File: src/rtl/sat_counter.sv
// Saturating up-counter with synchronous clear; clear wins first, then the
// increment of the same cycle is applied on top of it.
module sat_counter #(
  parameter int W = 16
) (
  input  logic         clk_i,
  input  logic         rst_ni,
  input  logic         inc,
  input  logic         clr,
  output logic [W-1:0] cnt
);
  localparam logic [W-1:0] ONE = {{(W-1){1'b0}}, 1'b1};

  always_ff @(posedge clk_i or negedge rst_ni) begin
    if (!rst_ni)                 cnt <= '0;
    else if (clr)                cnt <= inc ? ONE : '0;
    else if (inc && cnt != '1)   cnt <= cnt + ONE;
  end
endmodule

File: config.mk
export PLATFORM = sky130hd
export DESIGN_NAME = sat_counter
export DESIGN_NICKNAME = d
export VERILOG_FILES = /design/src/rtl/sat_counter.sv
export SDC_FILE = /design/constraint.sdc
export NUM_CORES = 1
export LEC_CHECK = 0
export BUFFER_PORTS_ARGS = -buffer_cell sky130_fd_sc_hd__buf_2
export CORE_ASPECT_RATIO = 1.2
export CORE_MARGIN = 4
export CORE_UTILIZATION = 52
export DETAILED_ROUTE_END_ITERATION = 6
export HOLD_SLACK_MARGIN = 0.05
export PLACE_DENSITY = 0.76
export SYNTH_ARGS = -nofsm -noshare
export SYNTH_HDL_FRONTEND = slang
export SYNTH_SLANG_ARGS = --single-unit
File: constraint.sdc
create_clock -name clk_i -period 2.19 [get_ports clk_i]
set_input_delay 0.3285 -clock clk_i [delete_from_list [all_inputs] [get_ports clk_i]]
set_output_delay 0.3285 -clock clk_i [all_outputs]
set_load 0.02 [all_outputs]
## Word level (Yosys, flattened, before mapping)

Cells that the tools add are included.

- Equal/unequal tests: 1
- Muxes and demuxes: 3
- Reductions and logical operators: 2
- Add/sub/neg operators: 1

Operators by type and width:

| operator | number |
|---|---|
| $mux W16 | 2 |
| $add A16 B1 Y16 const B | 1 |
| $ne A16 B16 Y1 const B | 1 |
| $reduce_bool A2 Y1 | 1 |
| $logic_and A1 B1 Y1 | 1 |
| $mux W1 | 1 |

- Output and inout bits: 16
- Register bits after elaboration: 16
- Logic and storage cells: 8
- Bits of input ports: 4

## Logic depth before layout (Yosys ltp)

- Depth in word-level cells: 4
- Depth in mapped cells: 6
- Depth with buffers taken out: 5

## Worst setup path after synthesis

No wires, ideal clock.

- Kind: reg2reg
- Start point: register cnt[0]
- End point: register cnt[6]
- Clock period less this slack: 1.922 ns
- Slack: 0.268 ns
- Data required time: 2.063 ns
- Stages on the path, launching flop included: 6
- Library setup time: 0.127 ns
- Arrival time: 1.794 ns
- Cell sequence: dfrtp_1 > ha_1 > inv_1 > or4_1 > nand3_1 > mux2_1

- Longest elaborated chain between the ends: 3

Ends and longest elaborated chain:

| element | line | source |
|---|---|---|
| start: declaration | 10 | `output logic [W-1:0] cnt` |
| start signal: assignment | 16 | `else if (clr) cnt <= inc ? ONE : '0;` |
| start signal: assignment | 17 | `else if (inc && cnt != '1) cnt <= cnt + ONE;` |
| $add A16 B1 Y16 or $ne A16 B16 Y1 (tied branches) | 17 |  |
| $mux W16 or $logic_and A1 B1 Y1 (tied branches) | 17 |  |
| $mux W16 or $reduce_bool A2 Y1 (tied branches) | - |  |

Parallel ways exist; a longest one is shown, timed or not. The select of a mux whose other input is x is not followed.
A chain may end at the register's enable or synchronous reset.

## Worst setup path in the final report

Same ends and word-level chain as after synthesis.

==> qor.yml <==
status: "finished, final reports clean"
top_register: "cnt"
synthAdderAreaFrac_pct: 1.30
fin_tns_setup_ns: 0
row_count: 16
worstHoldStart: "inc"
portBuffers: 19
crit_slowest_cell: "or4_1"
die-area_mm2: 0.00260
clk_pin_slew_worst_paths_ns: 0.09
clkSinkCount: 16
max-cap-violations: 0
max_freq_mhz: 506
netlist_instances: 102
synth_top_family_by_area: "simple AND/OR/NAND/NOR gates"
path_max_fanout: 6
syn2layout_area_growth_pct: 15.3
yosysUniqueCellTypes: 39
post-place-ws_ns: 0.271
cts_buffer_depth: 2
hold_buffers: 1
hold_viol_final: 0
n_antenna_cell: 0
htree_levels: 1
worstMarginPinSlew_ns: 0.509
synth_area_leaders: "dfrtp_1, nor2_1, mux2_2"
clk_latency_ns: 0.29
crit_buf_inv: 1
synth-compound-area-share_pct: 14.9
cts_buffers: 3
arrival_ns: 2.16
cts_tree: "done"
gp_congestion: 0.757
hold_depth: 3
cts_root_buf: "clkbuf_4"
ios: 20
ys.flop_type: "dfrtp_1"
grt_use_total_pct: 18.8
path_class: "register to register"
end_kind: "register"
nFillCells: 149
r2r_end: "cnt[6]"
grt_pass1_wl_um: 3370
slew_viol_final: 0
setup.worst_path.start_class: "register"
synth_edf_count: 0
nets: 128
r2r_slack_ns: 0.21
synth.top_cell.area_share_pct: 41.7
cp_top_family: "simple AND/OR/NAND/NOR gates"
syn_nets: 107
dieHeight_um: 55.1
top_regs: "cnt: 16 flops"
synth_mux_area_share_pct: 5.74
firstDrtPassIters: 4
postRouteAntennaNets: 0
ys.warnings.count: 0
wirelength_um: 2050
grt_pass1_vias: 776
timing.slew.headroom_pct: 65.8
synth-xor-area-share_pct: 0
min_to: "cnt[1]"
ff2ff_path_depth: 5
num_vias: 863
setup_viol: 0
min_period_ns: 1.98
coreArea_mm2: 0.00168
drc: 0
crit_chain: "ha_1, inv_1, or4_1, nand3_1, mux2_1"
layout_commonest_cell: "buf_2"
leakage_nw: 0.481
drt_iter0_drc: 15
rsz0062_at_grt: "no"
antenna_found_initial: 0
period_share_pct: 90.2
ys_seq_area_share_pct: 41.7
rr_startpoint: "cnt[0]"
skew_ns: 0.000517
synthArstFlopShare_pct: 100
largest_reg_flops: 16
grt_max_degree: 22
initial_utilization_pct: 57.1
ir_drop_uv: 466
die_x_um: 47.2
hp-class: "input port to register"
viasPerCell: 6.16
power_density_mw_per_mm2: 498
max_stage_delay_ns: 0.57
gr-total-overflow: 0
synth_area_per_cell_um2: 9.41
worstPathRequired_ns: 2.37
postCtsSetupBuffers: 0
synth-simple-area-share_pct: 31.8
syn_area_um2: 960
yosysTopAreaCell: "dfrtp_1"
wl_per_cell_um: 14.6
synth-seq-cells: 16
dp_hpwl_um: 1510
layout_setup_ws_ns: 0.214
ctsResizeCount: 0
most-common-layout-cells: "buf_2, dfrtp_1, nor2_1"
drive_gt1_share_pct: 27.0
==> synth_stat cells (2+ instances only) <==
library cell / n
a21oi_1: 6
nand3_1: 5
buf_2: 2
o41ai_1: 3
nor4_1: 3
nand2_1: 5
or4_1: 2
nor2_1: 12
a211oi_1: 2
nor2b_1: 3
dfrtp_1: 16
nand4_1: 4
o311ai_0: 2
inv_1: 5
nor3_1: 5
mux2_2: 3
o21ai_0: 2
==> how the worst max path moves through the flow <==
stage	startpoint	to	slack (ns)	depth (start not counted)
6_report	cnt[0]	cnt[6]	0.21	5
5_1_grt	cnt[0]	cnt[6]	0.08	5
4_1_cts	cnt[0]	cnt[6]	0.21	5
3_5_place_dp	cnt[0]	cnt[6]	0.27	5
3_3_place_gp	cnt[0]	cnt[6]	0.34	5
2_1_floorplan	cnt[0]	cnt[6]	0.27	5
==> cell type report <==
type / instances / area [µm²] / share of cell area [%]
Clock buffer: 4 / 36.3 / 3.28
Inverter: 5 / 18.8 / 1.70
Multi-Input combinational cell: 76 / 515 / 46.6
Sequential cell: 16 / 400 / 36.2
Tap cell: 18 / 22.5 / 2.04
Timing Repair Buffer: 21 / 113 / 10.2
==> kinds of logic after synthesis <==
logic type	Yosys count
AND/OR/NAND/NOR	50
AO/OA/AOI/OAI	20
flip-flops	16
buffers and inverters	10
multiplexers	5
adder cells (fa/ha/maj)	1
==> through the flow <==
step	util (%)	cells	instance area [µm²]	hold slack (ns)	power, mW
after floorplan	-	102	960	0.0329	0.340
after global placement	63.0	135	1060	0.257	0.356
after detailed placement	63.0	135	1060	0.262	0.360
after CTS	65.8	140	1110	0.362	0.556
after global routing	65.8	140	1110	0.369	0.577
final	65.8	140	1110	0.361	0.550
==> tightest hold or removal path, delay by kind of cell <==
family / cells / cell delay [ns]
AND/OR/NAND/NOR: 1 / 0.09
AO/OA/AOI/OAI: 1 / 0.06
buffers and inverters: 1 / 0.15
==> per-layer routing <==
layer	part of all wire (%)	up-vias	track usage, %
li1	-	430	-
met1	43	411	20.6
met2	51	17	33.3
met3	3.8	5	2.91
met4	2.3	0	11.1
met5	0	-	0
==> power breakdown <==
part           leakage, nW  total [mW]  internal [mW]  switching [mW]
clock               0.0210       0.197          0.101          0.0954
combinational        0.239      0.0464         0.0146          0.0318
sequential           0.220       0.307          0.300         0.00694
Note: power is estimated with default switching activity, not from simulation.
